===== config.mk =====
export PLATFORM = sky130hd
export DESIGN_NAME = mono_data_tx
export DESIGN_NICKNAME = d
export VERILOG_FILES = /design/src/rtl/monopix2_ro_pkg.sv /design/src/rtl/mono_hit_fifo.sv /design/src/rtl/mono_data_tx.sv
export SDC_FILE = /design/constraint.sdc
export NUM_CORES = 1
export LEC_CHECK = 0
export ABC_AREA = 1
export CAP_MARGIN = 20
export CORE_MARGIN = 2
export CORE_UTILIZATION = 50
export DETAILED_ROUTE_END_ITERATION = 16
export DONT_BUFFER_PORTS = 1
export GPL_ROUTABILITY_DRIVEN = 0
export PLACE_DENSITY = 0.71
export SLEW_MARGIN = 5
export SYNTH_ARGS = -nofsm -noshare
export SYNTH_HDL_FRONTEND = slang
export SYNTH_SLANG_ARGS = --single-unit
export TNS_END_PERCENT = 20

===== constraint.sdc =====
create_clock -name ClkOut -period 4.1 [get_ports ClkOut]
set_clock_uncertainty 0.1 [all_clocks]
set_input_delay 1.025 -clock ClkOut [delete_from_list [all_inputs] [get_ports ClkOut]]
set_output_delay 1.025 -clock ClkOut [all_outputs]
set_load 0.005 [all_outputs]

===== src/rtl/monopix2_ro_pkg.sv =====
// Shared definitions for the Monopix2 token/serial readout path.
// Hit word layout, field positions, FSM states and packing helper.
package monopix2_ro_pkg;

  localparam int COL_WIDTH  = 6;
  localparam int ROW_WIDTH  = 9;
  localparam int TS_WIDTH   = 6;
  localparam int WORD_WIDTH = COL_WIDTH + ROW_WIDTH + 2 * TS_WIDTH;

  localparam int TE_LSB  = 0;
  localparam int LE_LSB  = TS_WIDTH;
  localparam int ROW_LSB = 2 * TS_WIDTH;
  localparam int COL_LSB = 2 * TS_WIDTH + ROW_WIDTH;

  typedef enum logic {
    IDLE,
    SHIFT
  } state_e;

  function automatic logic [WORD_WIDTH-1:0] pack(
    input logic [COL_WIDTH-1:0] col,
    input logic [ROW_WIDTH-1:0] row,
    input logic [TS_WIDTH-1:0]  le,
    input logic [TS_WIDTH-1:0]  te
  );
    return {col, row, le, te};
  endfunction

endpackage


===== src/rtl/mono_hit_fifo.sv =====
// Synchronous hit FIFO with occupancy count.
// Pointers wrap modulo DEPTH; push when full and pop when empty are dropped.
module mono_hit_fifo #(
  parameter int DEPTH = 16,
  parameter int W     = 27
) (
  input  logic                       clk_i,
  input  logic                       rst_ni,
  input  logic                       push_i,
  input  logic                       pop_i,
  input  logic [W-1:0]               wdata_i,
  output logic [W-1:0]               rdata_o,
  output logic [$clog2(DEPTH+1)-1:0] count_o,
  output logic                       full_o,
  output logic                       empty_o
);

  localparam int AW = $clog2(DEPTH);
  localparam int CW = $clog2(DEPTH + 1);

  logic [W-1:0]  mem_q [DEPTH];
  logic [AW-1:0] wr_q;
  logic [AW-1:0] rd_q;
  logic [CW-1:0] count_q;
  logic          do_push;
  logic          do_pop;

  assign full_o  = (count_q == CW'(DEPTH));
  assign empty_o = (count_q == '0);
  assign do_push = push_i & ~full_o;
  assign do_pop  = pop_i & ~empty_o;
  assign rdata_o = mem_q[rd_q];
  assign count_o = count_q;

  always_ff @(posedge clk_i) begin
    if (do_push) begin
      mem_q[wr_q] <= wdata_i;
    end
  end

  always_ff @(posedge clk_i) begin
    if (!rst_ni) begin
      wr_q    <= '0;
      rd_q    <= '0;
      count_q <= '0;
    end else begin
      if (do_push) wr_q <= wr_q + 1'b1;
      if (do_pop)  rd_q <= rd_q + 1'b1;
      case ({do_push, do_pop})
        2'b10:   count_q <= count_q + 1'b1;
        2'b01:   count_q <= count_q - 1'b1;
        default: count_q <= count_q;
      endcase
    end
  end

endmodule


===== src/rtl/mono_data_tx.sv =====
// Chip-side Monopix2 readout transmitter: buffers hits, raises TokOut,
// and shifts one word MSB-first per Read rising edge under Freeze.
module mono_data_tx
  import monopix2_ro_pkg::*;
#(
  parameter int DEPTH = 16,
  parameter int COL_W = COL_WIDTH,
  parameter int ROW_W = ROW_WIDTH,
  parameter int TS_W  = TS_WIDTH
) (
  input  logic                       ClkOut,
  input  logic                       nRst,
  input  logic                       HIT_VALID,
  output logic                       HIT_READY,
  input  logic [COL_W-1:0]           HIT_COL,
  input  logic [ROW_W-1:0]           HIT_ROW,
  input  logic [TS_W-1:0]            HIT_LE,
  input  logic [TS_W-1:0]            HIT_TE,
  input  logic                       Freeze,
  input  logic                       Read,
  output logic                       TokOut,
  output logic                       DataOut,
  output logic                       BUSY,
  output logic                       RD_ERR,
  output logic [$clog2(DEPTH+1)-1:0] FIFO_COUNT
);

  localparam int WW = COL_W + ROW_W + 2 * TS_W;
  localparam int BW = $clog2(WW);
  localparam logic [BW-1:0] LAST = BW'(WW - 1);

  logic          full;
  logic          empty;
  logic          push;
  logic          pop;
  logic          req;
  logic [WW-1:0] head;

  state_e        state_q, state_d;
  logic [WW-1:0] sreg_q, sreg_d;
  logic [BW-1:0] bcnt_q, bcnt_d;
  logic          err_q, err_d;
  logic          read_q;
  logic          tok_q;
  logic          dout_q;
  logic          busy_q;

  assign HIT_READY = ~full & ~Freeze;
  assign push      = HIT_VALID & HIT_READY;
  assign req       = Read & ~read_q;

  mono_hit_fifo #(
    .DEPTH (DEPTH),
    .W     (WW)
  ) u_fifo (
    .clk_i   (ClkOut),
    .rst_ni  (nRst),
    .push_i  (push),
    .pop_i   (pop),
    .wdata_i ({HIT_COL, HIT_ROW, HIT_LE, HIT_TE}),
    .rdata_o (head),
    .count_o (FIFO_COUNT),
    .full_o  (full),
    .empty_o (empty)
  );

  always_comb begin
    state_d = state_q;
    sreg_d  = sreg_q;
    bcnt_d  = bcnt_q;
    pop     = 1'b0;
    err_d   = err_q
            | (req & ((state_q == SHIFT) | empty | ~Freeze));
    case (state_q)
      IDLE: begin
        if (req & Freeze & ~empty) begin
          pop     = 1'b1;
          sreg_d  = head;
          bcnt_d  = LAST;
          state_d = SHIFT;
        end
      end
      SHIFT: begin
        sreg_d = {sreg_q[WW-2:0], 1'b0};
        bcnt_d = bcnt_q - 1'b1;
        if (bcnt_q == '0) state_d = IDLE;
      end
      default: state_d = IDLE;
    endcase
  end

  // Outputs are registered so the host can sample them on the falling edge.
  always_ff @(posedge ClkOut) begin
    if (!nRst) begin
      state_q <= IDLE;
      sreg_q  <= '0;
      bcnt_q  <= '0;
      err_q   <= 1'b0;
      read_q  <= 1'b0;
      tok_q   <= 1'b0;
      dout_q  <= 1'b0;
      busy_q  <= 1'b0;
    end else begin
      state_q <= state_d;
      sreg_q  <= sreg_d;
      bcnt_q  <= bcnt_d;
      err_q   <= err_d;
      read_q  <= Read;
      tok_q   <= (FIFO_COUNT != '0);
      dout_q  <= (state_q == SHIFT) & sreg_q[WW-1];
      busy_q  <= (state_q == SHIFT);
    end
  end

  assign TokOut  = tok_q;
  assign DataOut = dout_q;
  assign BUSY    = busy_q;
  assign RD_ERR  = err_q;

endmodule


; Word-level counts from Yosys, hierarchy flattened
; Memory sizes are Yosys's and may differ from the RTL's. A register that Yosys moved wholly into a read port is not among the register bits.
; Cells that the tools add are included.
[totals]
regBits = 51
mem_bits_rw = 432
input_bits = 32
out_inout_bits = 10
wordCells = 55
memories = 1
[classes]
n_addsub = 5
n_eq_ne = 4
n_mux = 13
n_bitwise = 17
reduce_logical = 4
[memory_table]
columns = memory, words, width, read_ports, rd_clocked_by_memory_dff, wr, line
row1 = u_fifo.mem_q, 16, 27, 1, 1, 1, mono_hit_fifo.sv:21  ; logic [W-1:0] mem_q [DEPTH];
[ops]
columns = op, n
row1 = case mux 27 bit (2 select lines), 1
row2 = two-way mux 27 bit, 1
row3 = case mux 5 bit (2 select lines), 2
row4 = zero test 5 bit, 2
row5 = subtractor 5 x 1 -> 5 bit (second input constant), 2
row6 = bitwise AND 1 bit, 9
row7 = adder 4 x 1 -> 4 bit (second input constant), 2
row8 = two-way mux 4 bit, 2
row9 = adder 5 x 1 -> 5 bit (second input constant), 1
row10 = equality test 5 bit (second input constant), 1
row11 = two-way mux 1 bit, 5
row12 = two-way mux 5 bit, 1
row13 = NOT 1 bit, 5
row14 = nonzero test 5 bit, 1
row15 = bitwise OR 1 bit, 3
row16 = equality test 2 x 1 -> 1 bit (second input constant), 1
row17 = equality test 2 bit (second input constant), 1
row18 = inequality test 2 bit (second input constant), 1
row19 = case mux 1 bit (2 select lines), 1
row20 = nonzero test 2 bit, 1

; Longest topological paths before layout
[depth]
word_depth = 9
ltp_mapped = 17
mapped_depth_nobuf = 16

; Hierarchy
; Synthesis repeated with hierarchy kept, for this count alone.
[hier_totals]
hier_cells = 1547
area_unflattened_um2 = 20046.7
[modules_own_cells]
columns = mod, n_inst, cells_per_inst, area_per_inst_um2, seq_area_each_um2
row1 = mono_hit_fifo, 1, 1275, 18133.6, 13312.8
row2 = mono_data_tx, 1, 272, 1913.1, 760.7

; Worst setup path after synthesis
; Ideal clock, no wire load.
[synth_path]
path_kind = input-to-reg
start = input Freeze
end = memory u_fifo.mem_q[11][0], enable pin
setup_ns = 0.411
arrival_ns = 2.719
required_time_ns = 3.589
setup_slack_ns = 0.870
cell_stages = 5
n_path_buf = 0
path_cell_list = inv_1 > nand3_1 > inv_1 > nand3_1 > nor2_1
[synth_between]
elab_chain_len = 6
[synth_lines]
columns = item, line
row1 = start: declaration, mono_data_tx.sv:19  ; input logic Freeze,
row2 = NOT 1 bit, mono_data_tx.sv:48  ; assign HIT_READY = ~full & ~Freeze;
row3 = bitwise AND 1 bit, mono_data_tx.sv:48
row4 = bitwise AND 1 bit, mono_data_tx.sv:49  ; assign push = HIT_VALID & HIT_READY;
row5 = bitwise AND 1 bit, mono_hit_fifo.sv:30  ; assign do_push = push_i & ~full_o;
row6 = two-way mux 1 bit, mono_hit_fifo.sv:36  ; if (do_push) begin
row7 = two-way mux 1 bit (not written as such), mono_hit_fifo.sv:37  ; mem_q[wr_q] <= wdata_i;
row8 = end: declaration, mono_hit_fifo.sv:21
; Every way passes these cells.

; Final worst setup path
[layout_path]
start = register u_fifo.count_q[2] (netlist: u_fifo.count_o[2])
end = memory u_fifo.mem_q[13][1], enable pin
[layout_between]
elab_chain_len = 7
[layout_lines]
columns = item, line
row1 = start: declaration, mono_hit_fifo.sv:24  ; logic [CW-1:0] count_q;
row2 = start signal: assignment, mono_hit_fifo.sv:50  ; 2'b10: count_q <= count_q + 1'b1;
row3 = start signal: assignment, mono_hit_fifo.sv:51  ; 2'b01: count_q <= count_q - 1'b1;
row4 = start signal: assignment, mono_hit_fifo.sv:52  ; default: count_q <= count_q;
row5 = equality test 5 bit *, mono_hit_fifo.sv:28  ; assign full_o = (count_q == CW'(DEPTH));
row6 = NOT 1 bit *, "mono_hit_fifo.sv:30, mono_data_tx.sv:48"
row7 = bitwise AND 1 bit, mono_data_tx.sv:48
row8 = bitwise AND 1 bit, mono_data_tx.sv:49
row9 = bitwise AND 1 bit *, mono_hit_fifo.sv:30
row10 = two-way mux 1 bit *, mono_hit_fifo.sv:36
row11 = two-way mux 1 bit (not written as such) *, mono_hit_fifo.sv:37
; Every way passes the cells marked *; elsewhere a longest branch is shown, timed or not.

==> metrics.txt <==
post-route cell area=23,020 um2; unrepaired setup endpoints after global routing=false; time the final worst path needs with I/O delays and setup=around 2.8 ns; number of setup buffers added after CTS=0; number of DRC markers in iteration 0=1,590; leading post-synthesis cells by instance count=sky130_fd_sc_hd__nand2_1 (686), sky130_fd_sc_hd__edfxtp_1 (432), sky130_fd_sc_hd__inv_1 (375), sky130_fd_sc_hd__nand3_1 (325), sky130_fd_sc_hd__dfxtp_1 (55); number of buffer and inverter stages on the critical path=2; Std-Cell Core Area=41,110 um2; cell area after synthesis=20,950 um2; Chip Width=between 200 and 250 um; Post-synth ARST share=0%; average detailed-routed wire length per instance=roughly 19 um; CTS H-Tree Depth=2; number of antenna violations at the first check in global routing=0; flip-flop and latch count after synthesis=slightly below 500; total via count after detailed routing=14,180; remaining antenna violation count=0; total die area=43,550 um2; number of enable flip-flop cells after synthesis=432; die height=208.7 um; CTS Buffer Depth=3; ports placed on the boundary=42; total placed cells including tap cells=2,574; pre-CTS setup slack=0.8706 ns; overall power of the completed layout=about 11 mW; GRT Util Overall=23.10%; kind of start point of the critical path=register; fraction of the yosys area taken by sequential cells=between 60% and 70%; final global-route overflow total=0; critical path's slowest cell=sky130_fd_sc_hd__nor2_4; number of buffer cells added on primary ports=0; number of failing setup endpoints in the final timing report=0; Main synth FF type=sky130_fd_sc_hd__edfxtp_1; via count normalized by instance count=5.321; half-perimeter wire length after detailed placement=28,650 um; effective utilization at floorplan=50.96%; nets in the synthesized netlist=between 2,000 and 2,500; PostCTS Resize Cnt=0; cell-by-cell trace of the critical path=inv_1, nand4_1, nand3_1, inv_1, nand2_1, nor2_4; cells after synthesis=around 2,100; Slew HR=between 20% and 30%; outcome=finished clean; Final Hold Slack=around 0.35 ns; cell types with the largest area share after synthesis=sky130_fd_sc_hd__edfxtp_1 (62%), sky130_fd_sc_hd__nand2_1 (12%), sky130_fd_sc_hd__nand3_1 (7.8%); clock latency of the later-clocked register in the worst-skew pair=around 0.58 ns; worst min-delay path category=register to register; via count of the first global-routing pass=about 14,000; largest delay contributor family on the critical path=simple AND/OR/NAND/NOR gates; Worst-Margin Slew=1.117 ns; Sinks on Clock Net=487; Final Cycle Share=68.14%; TNS Setup=0 ns; Crit path arrival time=a little under 3 ns; CTS Buf Count=50; CTS Root Buffer Type=sky130_fd_sc_hd__clkbuf_16; TritonCTS clock tree=built; post-route insts no fill=2,665; Crit Path Max Fanout=27; power density over the cells=458.0 nW/um2; Pleak=9.622 nW; cell taking the most area after synthesis=sky130_fd_sc_hd__edfxtp_1; data required time of the worst path=4.21 ns; distinct cell type count of the synthesized netlist=30; most numerous cell on the critical path=sky130_fd_sc_hd__inv_1; Layout Area Growth over Synthesis=9.890%; f_max=358.0 MHz; least setup slack across all paths after layout=roughly 1.3 ns; final core utilization=56.00%; peak supply drop=around 0.00036 V; Hold Violations, Final=0; sort of element at the end of the critical path=register; post-layout net count=2,137; synthesized area per cell=9.920 um2; total iterations of the first detailed-routing run=5; delay of the slowest cell on the worst path=0.73 ns; number of slew-limit violations in the final report=0; global-route wire length before repair=~77,000 um; clock input transition at the sequential cells of the worst setup and hold paths=0.06 ns; drt drc=0; fillcell total=3,408; layout cells sized above 1=around 5.9%; Routed WL=between 40,000 and 50,000 um; total number of yosys warnings=0; placed inst area=roughly 22,000 um2; kind of critical path=register to register; count of max-cap constraint violations=0; Diodes inserted=0; Core Rows=74; share of Yosys cell area claimed by the top area cell type=61.92%; largest net degree at the start of global routing=219; most frequently used cell type in the post-synthesis netlist=sky130_fd_sc_hd__nand2_1; cts-stage hold buffer count=0
## per-layer routing
| metal | track usage, % | up-vias | part of all wire [%] |
|---|---|---|---|
| met5 | 0 | - | 0 |
| met4 | 7.020 | 0 | 2.2 |
| met3 | 5.816 | 77 | 9.1 |
| met2 | 36.51 | 533 | 46 |
| met1 | 31.71 | 6833 | 43 |
| li1 | - | 6737 | - |
## power by group
part | internal (mW) | switching, mW
clock network | 2.40 | 1.85
registers | 5.47 | 0.0377
logic | 0.234 | 0.557
## worst reg2reg max path, delay by kind of cell, from the launching register on
kind	cells	cell delay (ns)
buffers and inverters	2	0.39
AND/OR/NAND/NOR	4	1.49
flip-flops	1	0.42
## layout make-up
cell class | count | area (um2) | share of cell area (%)
flip-flops and latches | 487 | 14080 | 61.17
multi-input cells | 1145 | 5079 | 22.06
inverters | 382 | 1440 | 6.255
clock buffers | 70 | 1378 | 5.984
well taps | 532 | 665.6 | 2.891
repair buffers | 28 | 247.7 | 1.076
clock inverters | 21 | 130.1 | 0.5652
## kinds of logic after synthesis
group / count (synthesis) / share of synthesized area [%]
AND/OR/NAND/NOR: 1055 / 20.96
buffers and inverters: 480 / 9.155
flip-flops: 487 / 67.18
XOR/XNOR: 5 / 0.2090
adder cells (fa/ha/maj): 11 / 0.6569
AO/OA/AOI/OAI: 74 / 1.840
## layout by cell type (no fill, tap or decap), types with 21 or more instances in the layout
cell type / Yosys / final
sky130_fd_sc_hd__clkbuf_16: 0 / 51
sky130_fd_sc_hd__nor2_1: 37 / 21
sky130_fd_sc_hd__edfxtp_1: 432 / 432
sky130_fd_sc_hd__nand2_1: 686 / 686
sky130_fd_sc_hd__inv_1: 375 / 375
sky130_fd_sc_hd__nand3_1: 325 / 325
sky130_fd_sc_hd__o21ai_0: 21 / 21
sky130_fd_sc_hd__buf_4: 5 / 25
sky130_fd_sc_hd__dfxtp_1: 55 / 52
sky130_fd_sc_hd__a21oi_1: 44 / 44
## flip-flops by register name (all words and copies together) (netlist names), named ones only
register / cells
u_fifo.count_o: 5
BUSY: 1
u_fifo.rd_q: 4
sreg_q: 27
RD_ERR: 1
TokOut: 1
state_q: 1
DataOut: 1
read_q: 1
u_fifo.wr_q: 4
u_fifo.mem_q: 432
bcnt_q: 5
## final timing paths
| check | startpoint | endpoint | slack (ns) | cells past startpoint |
|---|---|---|---|---|
| worst max register to register | u_fifo.count_o[2] | u_fifo.mem_q[13][1] | 1.31 | 6 |
| worst max-delay path | u_fifo.count_o[2] | u_fifo.mem_q[13][1] | 1.31 | 6 |
| worst min-delay path | sreg_q[26] | DataOut | 0.35 | 2 |
| worst min register to register | sreg_q[26] | DataOut | 0.35 | 2 |
No activity file was read; power rests on OpenSTA's default activity.
